--- src/rtl/tlp_wr2axis.sv ---
// tlp_wr2axis: accepts PCIe memory-write TLP payloads, drops others, and streams
// accepted beats through a reserving FIFO onto AXI-stream with video line framing.
module tlp_wr2axis #(
  parameter int MAX_PCIE_PAYLOAD_SIZE = 128,
  parameter int FIFO_DEPTH = 32
) (
  input  logic        axi_clk,
  input  logic        axi_reset_n,
  input  logic [23:0] cfg_line_size,
  input  logic        tlp_req_to_send,
  output logic        tlp_grant,
  input  logic [6:0]  tlp_fmt_type,
  input  logic [9:0]  tlp_length_in_dw,
  input  logic        tlp_src_rdy_n,
  output logic        tlp_dst_rdy_n,
  input  logic [63:0] tlp_data,
  input  logic [63:0] tlp_address,
  input  logic [7:0]  tlp_ldwbe_fdwbe,
  output logic        m_axis_tvalid,
  input  logic        m_axis_tready,
  output logic [63:0] m_axis_tdata,
  output logic [1:0]  m_axis_tuser,
  output logic        m_axis_tlast,
  output logic [7:0]  err_count
);
  localparam int RES = MAX_PCIE_PAYLOAD_SIZE / 8;
  localparam int AW = $clog2(FIFO_DEPTH);
  localparam int CW = $clog2(FIFO_DEPTH + 1);
  typedef enum logic [1:0] {IDLE, DATA, DROP} state_t;
  state_t state, state_nx;
  logic [9:0] beats, beats_left;
  logic [CW-1:0] count;
  logic [AW-1:0] wr_ptr, rd_ptr;
  logic [66:0] mem [FIFO_DEPTH];
  logic [20:0] line_cnt, line_beats, line_len;
  logic ok, room, xfer, wr, rd, last, sol, eol, unused_ok;
  assign unused_ok = ^{tlp_address, tlp_ldwbe_fdwbe, cfg_line_size[2:0]};
  assign beats = tlp_length_in_dw == '0 ? 10'd512 : 10'(({1'b0, tlp_length_in_dw} + 11'd1) >> 1);
  assign ok = (tlp_fmt_type == 7'h40 || tlp_fmt_type == 7'h60) && tlp_length_in_dw != '0 &&
              {22'd0, tlp_length_in_dw} <= 32'(MAX_PCIE_PAYLOAD_SIZE / 4);
  // The output register holds a beat too, so it counts against the reservation.
  assign room = ({1'b0, count} + (CW+1)'(m_axis_tvalid)) <= (CW+1)'(FIFO_DEPTH - RES);
  assign xfer = state != IDLE && !tlp_src_rdy_n;
  assign wr = xfer && state == DATA;
  assign last = xfer && beats_left == 10'd1;
  assign rd = count != '0 && (!m_axis_tvalid || m_axis_tready);
  assign line_len = line_cnt == '0 ? cfg_line_size[23:3] : line_beats;
  assign sol = line_len != '0 && line_cnt == '0;
  assign eol = line_len != '0 && line_cnt == line_len - 21'd1;
  always_comb begin
    state_nx = state;
    tlp_grant = 1'b0;
    tlp_dst_rdy_n = state == IDLE;
    if (state == IDLE && tlp_req_to_send && room && axi_reset_n) begin
      tlp_grant = 1'b1;
      state_nx = ok ? DATA : DROP;
    end else if (last) begin
      state_nx = IDLE;
    end
  end
  always_ff @(posedge axi_clk) begin
    if (!axi_reset_n) begin
      state <= IDLE;
      beats_left <= '0;
      err_count <= '0;
      count <= '0;
      wr_ptr <= '0;
      rd_ptr <= '0;
      line_cnt <= '0;
      line_beats <= '0;
      m_axis_tvalid <= 1'b0;
      m_axis_tdata <= '0;
      m_axis_tuser <= '0;
      m_axis_tlast <= 1'b0;
    end else begin
      state <= state_nx;
      if (tlp_grant) beats_left <= beats;
      else if (xfer) beats_left <= beats_left - 10'd1;
      if (tlp_grant && !ok && err_count != 8'hff) err_count <= err_count + 8'd1;
      if (line_cnt == '0) line_beats <= cfg_line_size[23:3];
      if (wr) begin
        wr_ptr <= wr_ptr == AW'(FIFO_DEPTH - 1) ? '0 : wr_ptr + 1'b1;
        line_cnt <= (eol || line_len == '0) ? '0 : line_cnt + 21'd1;
      end
      if (rd) begin
        {m_axis_tlast, m_axis_tuser, m_axis_tdata} <= mem[rd_ptr];
        rd_ptr <= rd_ptr == AW'(FIFO_DEPTH - 1) ? '0 : rd_ptr + 1'b1;
      end
      m_axis_tvalid <= rd || (m_axis_tvalid && !m_axis_tready);
      count <= count + CW'(wr) - CW'(rd);
    end
  end
  // Unframed mode marks the TLP end in tlast; framed mode mirrors end-of-line.
  always_ff @(posedge axi_clk)
    if (wr) mem[wr_ptr] <= {line_len == '0 ? last : eol, eol, sol, tlp_data};
  always_ff @(posedge axi_clk)
    if (axi_reset_n && wr && !rd) assert (count < CW'(FIFO_DEPTH));
endmodule

--- config.mk ---
export PLATFORM = sky130hd
export DESIGN_NAME = tlp_wr2axis
export DESIGN_NICKNAME = d
export VERILOG_FILES = /design/src/rtl/tlp_wr2axis.sv
export SDC_FILE = /design/constraint.sdc
export NUM_CORES = 2
export LEC_CHECK = 0
export BUFFER_PORTS_ARGS = -buffer_cell sky130_fd_sc_hd__buf_2
export CAP_MARGIN = 20
export CORE_MARGIN = 2
export CORE_UTILIZATION = 45
export CTS_CLUSTER_DIAMETER = 60
export DETAILED_ROUTE_END_ITERATION = 7
export PLACE_DENSITY_LB_ADDON = 0.1
export SETUP_SLACK_MARGIN = 0.4
export SYNTH_ARGS = -nofsm -noshare
export SYNTH_HDL_FRONTEND = slang
export SYNTH_SLANG_ARGS = --single-unit
export TNS_END_PERCENT = 1
--- constraint.sdc ---
create_clock -name axi_clk -period 13.4 [get_ports axi_clk]
set_input_delay 0 -clock axi_clk [delete_from_list [all_inputs] [get_ports axi_clk]]
set_output_delay 0 -clock axi_clk [all_outputs]
set_load 0.03 [all_outputs]
==> flow_summary.json <==
{
  "use_met3": 0.0338,
  "die_y_um": 449,
  "routed_wl_um": 226000,
  "core_area_um2": 197000,
  "endpoint_kind": "flop",
  "yosys-top-cells-area": "edfxtp_1 72%, mux4_2 17%, dfxtp_1 3.3%, mux2i_1 0.88%, o211a_1 0.80%",
  "cts_max_path_buffers": 3,
  "syn_to_final_growth_pct": 15.3,
  "synth.distinct_cells": 83,
  "ys_warn_count": 0,
  "combPwrFrac": 0.189,
  "cts_max_level": 4,
  "synth_ff_type": "edfxtp_1",
  "rows": 163,
  "min-delay-path-class": "in -> reg",
  "timing.fmax_ghz": 0.175,
  "clock_latency_ns": 0.87,
  "cts_sinks": 2290,
  "ys_ff_latch": 2290,
  "finalCriticalPeriod_ns": 5.72,
  "ctsHoldBuffers": 166,
  "ant_nets": 0,
  "netlist_area_um2": 89100,
  "drtIter0Drc": 4640,
  "async_flop_share": 0,
  "dp_hpwl_um": 110000,
  "cellPowerDensity_nw_per_um2": 174,
  "switchingPower_mw": 4.63,
  "setup-violations-final": 0,
  "p_leak_nw": 32.4,
  "seq_power_share": 0.454,
  "initial_utilization": 0.452,
  "clk_pin_slew_ns": 0.06,
  "grt-ovfl-total": 0,
  "worst-path-max-fanout": 32,
  "seq_area_frac_synth": 0.755,
  "setup_tns_ns": 0,
  "grtUsageTotal": 0.225,
  "cts_inserted_buffers": 237,
  "grt_start_max_net_pins": 115,
  "clock-root-buffer": "clkbuf_16",
  "viasPerCell": 5.88,
  "required_ns": 14.06,
  "syn_inst": 4049,
  "top_usage_layer": "met2",
  "dieArea_um2": 202000,
  "antenna_found_initial": 12,
  "cp-start-kind": "flop",
  "status": "complete, no violations",
  "drc_errors": 0,
  "grt_use_met1": 0.325,
  "p_int_mw": 13.2,
  "fin_crit_sh": 0.427,
  "cap_violations": 0,
  "clock_skew_ns": 0.0250,
  "vias": 43300,
  "drv_slew": 0,
  "grt_pass1_vias": 44400,
  "synthesis.nets": 4262,
  "hold_viol_final": 0,
  "postCtsSetupRepairBufs": 0,
  "pwr-share-clk": 0.357,
  "io_pins": 260,
  "place_congestion": 0.804,
  "synth_top_area_frac": 0.722,
  "wire_per_inst_um": 30.7,
  "slew-limit-headroom": 0.277,
  "synth_edf_count": 2144,
  "tritoncts": "done",
  "num-fill-cells": 15500,
  "first_pass_iters": 5,
  "worstSetupPathType": "reg -> reg",
  "ir_drop_mv": 0.139,
  "grt_util_met2": 0.363,
  "cts-resized-gates": 0,
  "worstPathArrival_ns": 6.38,
  "avgSynthCellArea_um2": 22.0,
  "layout.nets": 4730,
  "die_x_um": 449,
  "yosys.area.top_type": "edfxtp_1",
  "switching_share": 0.260,
  "port_buffers": 183,
  "whs_ns": 0.132,
  "worstMarginPinSlew_ns": 1.08,
  "rsz0062_at_grt": "false",
  "grt_pass1_wl_um": 324000,
  "drive_gt1_frac": 0.290
}
[logic make-up (layout without fill, tap and decap cells)]
kind of cell / count (synthesis) / in the layout / share of synthesized area
other: 0 / 1 / 0
xor gates and xnor gates: 83 / 83 / 0.00816
AOI/OAI and AO/OA: 185 / 185 / 0.0169
and+or+nand+nor: 461 / 461 / 0.0262
DFF: 2290 / 2290 / 0.755
buffers and inverters: 251 / 931 / 0.0111
adders and majority gates: 31 / 31 / 0.00444
muxes: 748 / 748 / 0.178
[per-stage QoR]
step | util | power, mW | setup WS, ns | cell area, um2 | instances
2_1_floorplan | - | 10.7 | 7.94 | 89100 | 4049
3_3_place_gp | 0.475 | 11.6 | 7.70 | 93500 | 6751
3_5_place_dp | 0.475 | 11.6 | 7.79 | 93500 | 6751
4_1_cts | 0.521 | 18.1 | 7.73 | 103000 | 7368
5_1_grt | 0.522 | 18.6 | 7.04 | 103000 | 7370
6_report | 0.522 | 17.8 | 7.68 | 103000 | 7370
[layout by cell type, fill, tap and decap left out, drive strengths merged, types with 15 or more instances in the layout]
master and instances:
ha 30, inv 47, dlygate4sd3 166, nand4 15, mux4 670, a21oi 18
nor2 99, nand2 151, nor3 24, mux2i 78, clkbuf 303, nor4 18
a21boi 26, and2 15, dfxtp 146, nand3 46, edfxtp 2144, o21ai 21
xor2 23, nor2b 16, xnor2 60, clkinv 112, buf 285, o211a 71
[synth_stat cells, types with 3 or more instances]
library cell and n:
a21boi_0 26, ha_1 30, and2_1 15, buf_1 84, dfxtp_1 146, and3_1 14, nor4_1 15, inv_1 28
nand2_1 150, o21ai_0 21, nor3_1 23, nor2_1 96, nand2b_1 6, or4_1 7, o21a_1 5, nor2b_1 15
a211oi_1 4, edfxtp_1 2144, xor2_1 23, xnor2_1 60, mux4_2 670, nand3b_1 10, nand3_1 46, o211a_1 71
or4_4 5, a21oi_1 18, nor4b_1 6, or2_2 4, a2111oi_0 3, nand4_1 15, or3_1 9, clkbuf_1 128
nor3b_1 4, a31oi_1 10, buf_2 4, mux2i_1 78
[layer usage]
metal / part of all wire / vias up
li1: - / 18000
met1: 0.44 / 23600
met2: 0.49 / 1419
met3: 0.060 / 312
met4: 0.019 / 8
met5: 0.00023 / -
[critical path: stages (launching register included)]
cell and delay [ns]:
dfxtp_1 0.37, inv_1 0.10, ha_1 0.14, nor4b_1 0.41, nand3_1 0.46, nor2_4 0.29, mux2i_1 0.41, ha_1 0.32
nor3b_1 0.74, nand3_1 0.29, o21a_1 0.25, o32a_1 0.34, xor2_1 0.16, nor4b_1 0.45, nand3_1 0.21, mux2i_2 0.19
buf_4 0.34
[final cells by class]
class / instances / area (um2) / area share
repair buffers: 451 / 3400 / 0.0331
well taps: 2640 / 3300 / 0.0321
diodes: 1 / 2.50 / 0.0000244
clock inverters: 148 / 1170 / 0.0114
clock buffers: 303 / 6350 / 0.0618
multi-input cells: 1508 / 21100 / 0.205
inverters: 29 / 116 / 0.00113
flip-flops and latches: 2290 / 67300 / 0.655
[path summary, 6_finish.rpt]
kind         slack, ns  cells after the start              start                to
min reg2reg       0.49                      1   m_axis_tdata[13]  m_axis_tdata[13]
max reg2reg       7.68                     16        line_cnt[0]        mem[1][66]
min               0.13                      4  cfg_line_size[23]    line_beats[20]
max               7.68                     16        line_cnt[0]        mem[1][66]
[power by group through the flow]
stage,Sequential [mW],Clock (mW),Combinational (mW)
floorplan,8.34,0,2.36
global placement,8.26,0,3.36
detailed placement,8.26,0,3.37
CTS,8.11,6.50,3.44
global route,8.12,6.80,3.62
finish,8.11,6.37,3.37
[registers in the layout, summed over array words and instances, names as in the netlist]
name / count
line_cnt: 21
wr_ptr: 5
beats_left: 10
m_axis_tvalid: 1
m_axis_tuser: 2
err_count: 8
count: 6
m_axis_tlast: 1
mem: 2144
state: 2
line_beats: 21
m_axis_tdata: 64
rd_ptr: 5
Power figures use the tool's default switching activity.
